$ cat src/rtl/pipe_stage_skid_pkg.sv
// Shared encodings and helpers for the skid-buffered pipeline stage.
package pipe_stage_skid_pkg;

    // Occupancy state of the two-entry stage; 2'd3 is unreachable.
    typedef enum logic [1:0] {
        PSK_EMPTY = 2'd0,
        PSK_ONE   = 2'd1,
        PSK_TWO   = 2'd2
    } psk_st_e;

    // Occupancy count reported on the perf/debug port.
    function automatic logic [1:0] occ_of(input psk_st_e st);
        case (st)
            PSK_ONE: occ_of = 2'd1;
            PSK_TWO: occ_of = 2'd2;
            default: occ_of = 2'd0;
        endcase
    endfunction

endpackage

$ cat src/rtl/pipe_stage_skid_dff.sv
// Enabled register with asynchronous active-low reset to a parameter value.
module pipe_stage_skid_dff #(
    parameter int           W       = 32,
    parameter logic [W-1:0] RST_VAL = '0
) (
    input  logic         clk,
    input  logic         rst_n,
    input  logic         en,
    input  logic [W-1:0] d,
    output logic [W-1:0] q
);

    // Capture d when enabled, otherwise hold.
    // NOTE: sequential state uses non-blocking assignment so every register
    // samples pre-edge values regardless of process evaluation order.
    always_ff @(posedge clk or negedge rst_n) begin
        if (!rst_n) begin
            q <= RST_VAL;
        end else if (en) begin
            q <= d;
        end
    end

endmodule

$ cat src/rtl/pipe_stage_skid.sv
// Generic pipeline stage register with a two-entry skid buffer.
// up_ready_o depends on registered state only, so there is no combinational
// path from dn_ready_i back to the upstream stage.
module pipe_stage_skid
    import pipe_stage_skid_pkg::*;
#(
    parameter int            DW      = 32,
    parameter logic [DW-1:0] RST_VAL = '0
) (
    input  logic          clk,
    input  logic          rst_n,
    input  logic          flush_i,
    input  logic          up_valid_i,
    output logic          up_ready_o,
    input  logic [DW-1:0] up_data_i,
    output logic          dn_valid_o,
    input  logic          dn_ready_i,
    output logic [DW-1:0] dn_data_o,
    output logic [1:0]    occ_o
);

    psk_st_e       st;
    psk_st_e       st_dec;
    psk_st_e       st_nxt;
    logic          up_fire;
    logic          dn_fire;
    logic          load_main;
    logic          main_en;
    logic          skid_en;
    logic [DW-1:0] main_d;
    logic [DW-1:0] main_q;
    logic [DW-1:0] skid_q;

    // Fold the unreachable encoding onto EMPTY so every decode below is total.
    always_comb begin
        case (st)
            PSK_ONE: st_dec = PSK_ONE;
            PSK_TWO: st_dec = PSK_TWO;
            default: st_dec = PSK_EMPTY;
        endcase
    end

    assign dn_valid_o = (st_dec != PSK_EMPTY);
    assign up_ready_o = (st_dec != PSK_TWO);
    assign occ_o      = occ_of(st_dec);
    assign dn_data_o  = main_q;

    assign up_fire = up_valid_i & up_ready_o;
    assign dn_fire = dn_valid_o & dn_ready_i;

    // Occupancy state register.
    always_ff @(posedge clk or negedge rst_n) begin
        if (!rst_n) begin
            st <= PSK_EMPTY;
        end else begin
            st <= st_nxt;
        end
    end

    // Next-state and main-register load decision; flush overrides the state only.
    // NOTE: every output of this block gets a default first, so no path leaves
    // a variable unassigned and no latch is inferred.
    always_comb begin
        st_nxt    = st_dec;
        load_main = 1'b0;
        case (st_dec)
            PSK_EMPTY: begin
                if (up_fire) begin
                    st_nxt    = PSK_ONE;
                    load_main = 1'b1;
                end
            end
            PSK_ONE: begin
                if (up_fire && dn_fire) begin
                    load_main = 1'b1;
                end else if (up_fire) begin
                    st_nxt = PSK_TWO;
                end else if (dn_fire) begin
                    st_nxt = PSK_EMPTY;
                end
            end
            PSK_TWO: begin
                if (dn_fire) begin
                    st_nxt    = PSK_ONE;
                    load_main = 1'b1;
                end
            end
            default: st_nxt = PSK_EMPTY;
        endcase
        if (flush_i) begin
            st_nxt = PSK_EMPTY;
        end
    end

    // Main takes fresh upstream data unless the older skid entry is promoted.
    assign main_d = (st_dec == PSK_ONE && up_fire && dn_fire) ? up_data_i :
                    (st_dec == PSK_TWO)                       ? skid_q    :
                                                                up_data_i;
    assign main_en = load_main & ~flush_i;
    assign skid_en = (st_dec == PSK_ONE) & up_fire & ~dn_fire & ~flush_i;

    // NOTE: the payload registers are reset too, so dn_data_o shows RST_VAL
    // out of reset instead of X; the cost is two flop rows with reset.
    pipe_stage_skid_dff #(.W(DW), .RST_VAL(RST_VAL)) u_main (
        .clk   (clk),
        .rst_n (rst_n),
        .en    (main_en),
        .d     (main_d),
        .q     (main_q)
    );

    pipe_stage_skid_dff #(.W(DW), .RST_VAL(RST_VAL)) u_skid (
        .clk   (clk),
        .rst_n (rst_n),
        .en    (skid_en),
        .d     (up_data_i),
        .q     (skid_q)
    );

endmodule
$ cat config.mk
export PLATFORM = sky130hd
export DESIGN_NAME = pipe_stage_skid
export DESIGN_NICKNAME = d
export VERILOG_FILES = /design/src/rtl/pipe_stage_skid_pkg.sv /design/src/rtl/pipe_stage_skid_dff.sv /design/src/rtl/pipe_stage_skid.sv
export SDC_FILE = /design/constraint.sdc
export NUM_CORES = 1
export LEC_CHECK = 0
export BUFFER_PORTS_ARGS = -buffer_cell sky130_fd_sc_hd__buf_2
export CAP_MARGIN = 20
export CORE_MARGIN = 10
export CORE_UTILIZATION = 57
export DETAILED_ROUTE_END_ITERATION = 8
export PLACE_DENSITY = 0.84
export SETUP_SLACK_MARGIN = 0.15
export SKIP_LAST_GASP = 1
export SYNTH_ARGS = -nofsm -noshare
export SYNTH_HDL_FRONTEND = slang
export SYNTH_SLANG_ARGS = --single-unit
$ cat constraint.sdc
create_clock -name clk -period 4.5 [get_ports clk]
set_clock_uncertainty 0.15 [all_clocks]
set_input_delay 0.45 -clock clk [delete_from_list [all_inputs] [get_ports clk]]
set_output_delay 0.45 -clock clk [all_outputs]
set_load 0.02 [all_outputs]
Word level (Yosys, flattened, before mapping)
Cells that the tools add are included.

word-level totals
  flip-flop bits (word level) = 66
  output and inout port bits = 36

operators by class
  equality and inequality tests = 5
  muxes and demuxes = 15
  bitwise logic cells = 8
  reductions and logical operators = 5

operators by type and width
  cell                                            number
  two-way mux 32 bit                              2
  two-way mux 2 bit                               6
  case mux 2 bit (2 select lines)                 2
  AND 1 bit                                       6
  case mux 2 bit (3 select lines)                 1
  == test 2 x 1 -> 1 bit (second input constant)  2
  == test 2 bit (second input constant)           2
  logical AND 1 bit                               3
  two-way mux 1 bit                               3
  case mux 1 bit (3 select lines)                 1
  logical NOT 2 bit                               1
  != test 2 bit (second input constant)           1
  inverter 1 bit                                  2
  nonzero test 2 bit                              1

Depth between registers and ports, before layout
  depth after elaboration = 9
  mapped depth = 8

Modules after synthesis
From an unflattened synthesis, not the netlist that was laid out.

unflattened totals
  cell total of the unflattened synthesis = 206
  area, all modules = 3348.2 um^2

modules (own cells, without submodules)
  module               times used  cells each  area an instance (um^2)  sequential area each (um^2)
  pipe_stage_skid_dff  2           68          1345.0                   800.8
  pipe_stage_skid      1           70          658.1                    50.0

Least setup slack after synthesis
OpenSTA, ideal clock, no wires.

  path kind = register to register
  start = register st[0]
  end = register u_skid.q[10]
  arrival = 1.906 ns
  required time = 4.225 ns
  slack = 2.319 ns
  cell stages (with the launch flop) = 8
  clock period less this slack = 2.181 ns
  path through = dfrtp_1 inv_1 ha_1 nand2b_2 or4b_1 buf_6 buf_12 mux2_4

between the ends
  longest elaborated chain between the ends = 7
  elaborated cells between the ends (all ways) = 12
  classes of those cells = 4 x eq/ne; 1 x mux; 6 x bitwise; 1 x reduce/logical

ends and longest elaborated chain
  what                                                            RTL line                                      RTL
  start, declared                                                 pipe_stage_skid.sv:22                         psk_st_e st;
  start signal, assigned                                          pipe_stage_skid.sv:56                         st <= st_nxt;
  == test 2 bit / == test 2 x 1 -> 1 bit (equally long branches)  pipe_stage_skid.sv:36                         case (st)
  case mux 2 bit (2 select lines) *                               pipe_stage_skid.sv:36
  != test 2 bit / nonzero test 2 bit (equally long branches)      pipe_stage_skid.sv:44, pipe_stage_skid.sv:43
  AND 1 bit, on equally long branches                             pipe_stage_skid.sv:48, pipe_stage_skid.sv:49
  AND 1 bit / inverter 1 bit (equally long branches)              pipe_stage_skid.sv:100                        assign skid_en = (st_dec == PSK_ONE) & up_fire & ~dn_fire & ~flush_i;
  AND 1 bit * (2 in series)                                       pipe_stage_skid.sv:100
  end signal, assigned                                            pipe_stage_skid_dff.sv:18                     q <= RST_VAL;
  end signal, assigned                                            pipe_stage_skid_dff.sv:20                     q <= d;
  end, declared                                                   pipe_stage_skid_dff.sv:10                     output logic [W-1:0] q

Mark *: on every way between the ends. The rest lies on a longest branch, timed or not.
A chain may end at the register's enable or synchronous reset.

Worst setup path in the final report
  start = register st[0]
  end = register u_skid.q[3]

The elaborated chain is that of the path after synthesis.

==> results by stage <==
Routing:
- The detail route stage leaves a number of antenna-violating nets equal to 0.
- The DRC marker count from the first detailed-route iteration is 95.
- In the routed design, unresolved DRC markers number 0.
- Dividing the detail-routed wire length by the instance count gives 16.2 um.
- The detailed-route vias per instance is 5.26.
- The routed wire length is 6240 um.
- The number of search-and-repair iterations in the first detailed-routing pass is 4.
- The vias after detailed routing is 2032.

Clocking:
- The root buffer cell is clkbuf_8.
- The clock tree synthesis step divided the H-tree into 3 levels.
- Clock-pin slew was measured on the worst setup and hold paths at 80 ps.
- The insertion delay of the later-clocked pin in the worst-skew pair is 340 ps.
- The buffer depth of the longest clock path is 2.
- TritonCTS built the clock tree.
- The number of resized instances in the post-cts repair step is 0.
- CTS saw 66 sinks.
- Clock tree synthesis inserted a total of 9 buffers.

Floorplanning:
- The die is 93.3 um tall.
- The effective utilization at floorplan is 59.2%.
- In this run the horizontal extent of the chip is 93.3 um.
- 73 I/O pins were placed.
- The die covers 8710 um^2.
- The number of core rows is 26.
- The area of the placeable core is 5170 um^2.

Synth:
- The cell accounting for the most synthesized area is dfrtp_1.
- The top cell type by area accounts for 53.9% of the synthesized area.
- The netlist uses 25 different library cells.
- A synthesized cell averages 12.9 um^2.
- The flop and latch count out of synthesis is 66.
- Synthesis produced a netlist whose cell count is 238.
- The post-synthesis sequential area ratio is 53.9%.
- The warning count from the yosys run is 0.
- The net count of the mapped netlist is 279.
- The cell area after technology mapping is 3060 um^2.
- Sorting the synthesized cells by area gives the leading types as dfrtp_1 54%, mux2_4 15%, mux2i_1 10%, a21oi_1 5.9%, nor2_1 4.0%.

Global routing:
- The first-pass GRT wire length is 10700 um.
- Global routing finished with a remaining overflow of 0.
- The initial antenna violation count is 0.
- The number of global-route vias before repair was 2140.
- The largest net degree at the start of global routing is 41.
- The overall global routing resource usage is 15.4%.

Critical path:
- The buffer and inverter count on the worst path is 2.
- The launch point of the worst path is st[0]$_DFF_PN0_.
- The endpoint identified for the worst register-to-register timing path is u_skid.q[3]$_DFFE_PN0P_.
- The family with the most delay on the worst path is simple AND/OR/NAND/NOR gates.
- The worst reg2reg path depth is 6.
- Along the worst path, the maximum fanout reaches 19.
- Walking the worst path, the cells encountered are inv_1, ha_2, nand2b_2, or4b_2, buf_4, mux2_4.
- The worst path required time is 4570 ps.
- The signal arrival time at the worst endpoint is 2890 ps.
- STA classifies the critical path endpoint as a flop.
- The setup slack of the most critical reg-to-reg path is 1680 ps.
- The source of the worst register-to-register timing path is st[0]$_DFF_PN0_.
- The delay of the slowest critical-path stage is 880 ps.
- The cell with the biggest individual delay on the critical path is or4b_2.
- The sort of element at the start of the critical path is a flop.
- In this run the worst setup path terminates at u_skid.q[3]$_DFFE_PN0P_.
- The number of cells on the critical path is 6.
- The worst setup path is of the flop to flop kind.

Finish:
- Relative to the synthesized area, the layout overhead comes to 18.3%.
- The post-layout instance count excluding filler cells is 386.
- The repair_antennas step left the layout with diodes totalling 0.
- The finished cells cover 3620 um^2.
- In the final layout, the share of cells above drive strength 1 is 41.5%.
- In the final design database the tool counted 352 nets.
- The utilization after layout is 70.1%.
- The number of filler cells placed in the layout is 383.

Timing:
- The worst-case setup margin in the final layout is 1680 ps.
- After routing, the total negative slack on setup checks comes to 0 ps.
- The relative max-transition margin is 54.1%.
- Setup repair after global routing left no endpoint under its margin.
- The final hold violation count came to 0.
- The actual slew at the worst max-slew pin is 688 ps.
- Subtracting the final worst setup slack from the clock period gives 2820 ps.
- After layout, the worst path uses 62.6% of the clock period.
- Timing would allow up to 355 MHz.
- The final-report setup violation count is 0.
- The final count of pins violating max slew is 0.

Pwr:
- The power per unit of standard cell area is 738 nW/um^2.
- Summed over all cells, the static leakage comes to 1.71 nW.
- The worst-case IR drop observed on VDD is 404 uV.

Worst hold path:
- The worst hold path belongs to the class primary input to flop.

Run status:
- The run finished with clean final reports.

Place:
- The setup slack at placement is 1680 ps.
- The number of buffers added on ports is 72.
- The cell total after placement is 369.
- The sum of net half-perimeters after detailed placement is 4430 um.
- The final estimated routing congestion in global placement is 0.730.
- After detailed placement, the total cell area comes to 3430 um^2.

Job:
- The reported max-cap violation count is 0.
==> routing by layer <==
layer | global-route usage (%) | routed length (um) | vias up
met5 | 0 | 0 | -
met4 | 5.40 | 68 | 0
met3 | 7.35 | 588 | 8
met2 | 21.5 | 2700 | 59
met1 | 20.3 | 2880 | 985
li1 | - | - | 980
==> area by class of cell <==
type                            count  area (um^2)  area share, %
Timing Repair Buffer               77          400           11.0
Tap cell                           70         87.6           2.42
Clock buffer                       10          138           3.80
Sequential cell                    66         1650           45.6
Clock inverter                      6         42.5           1.17
Multi-Input combinational cell    152         1280           35.5
Inverter                            5         18.8          0.518
==> flip-flops by register name (all words and copies together) (netlist names) <==
| register | count |
|---|---|
| u_skid.q | 32 |
| st | 2 |
| u_main.q | 32 |
==> cell usage in the layout (no fill, tap or decap), types with 2 or more instances in the layout <==
master,instances
mux2_4,30
o31ai_1,2
a21oi_1,36
mux2i_1,32
buf_4,4
buf_2,72
mux2_2,2
nor2_1,33
nand3b_1,3
clkbuf_8,10
dfrtp_1,66
clkinv_2,2
ha_1,3
inv_1,5
clkinvlp_4,2
clkinv_4,2
==> Yosys cell counts <==
master	instances
nand3b_1	3
buf_2	5
mux2_4	30
a21oi_1	36
nor2_1	33
o31ai_1	2
mux2_2	2
inv_1	5
mux2i_1	32
clkbuf_1	4
dfrtp_1	66
o221a_2	1
buf_1	2
ha_1	4
a31oi_1	1
a21o_2	1
buf_12	3
o32ai_1	1
nand2b_2	1
nand4b_1	1
or4b_1	1
nor3b_1	1
a31oi_2	1
nand2_2	1
buf_6	1
==> how the worst min path moves through the flow <==
| stage | start | endpoint | slack, ps | depth (start not counted) |
|---|---|---|---|---|
| global route | up_data_i[18] | u_skid.q[18]$_DFFE_PN0P_ | 190 | 2 |
| finish | up_data_i[22] | u_skid.q[22]$_DFFE_PN0P_ | 200 | 2 |
| CTS | up_data_i[22] | u_skid.q[22]$_DFFE_PN0P_ | 190 | 2 |
| floorplan | rst_n | st[0]$_DFF_PN0_ | 4 | 0 |
| detailed placement | u_skid.q[18]$_DFFE_PN0P_ | u_skid.q[18]$_DFFE_PN0P_ | 340 | 1 |
| global placement | rst_n | u_skid.q[8]$_DFFE_PN0P_ | 340 | 1 |
==> metrics by stage <==
stage / hold WS (ps) / power (mW)
floorplan: 4.41 / 1.92
global placement: 337 / 2.21
detailed placement: 343 / 2.25
CTS: 189 / 2.70
global route: 188 / 2.87
finish: 201 / 2.67
==> kinds of logic after synthesis <==
group                      after synthesis  synth area share (%)
adders and majority gates                4                  1.63
buffers and inverters                   20                  4.49
AOI/OAI and AO/OA                       43                  7.92
and+or+nand+nor                         41                  6.13
muxes                                   64                  25.9
DFF                                     66                  53.9
==> power breakdown <==
group / switching, mW / internal (mW)
clock network: 0.232 / 0.214
registers: 0.160 / 0.889
logic: 0.636 / 0.542
==> timing repair <==
action | 4_1_cts | 5_1_grt
hold buffers | 1 | 0
endpoints found under the hold margin | 26 | 0
buffers inserted | 0 | 0
endpoints found under the setup margin | 0 | 0
No activity file was read; power rests on OpenSTA's default activity.
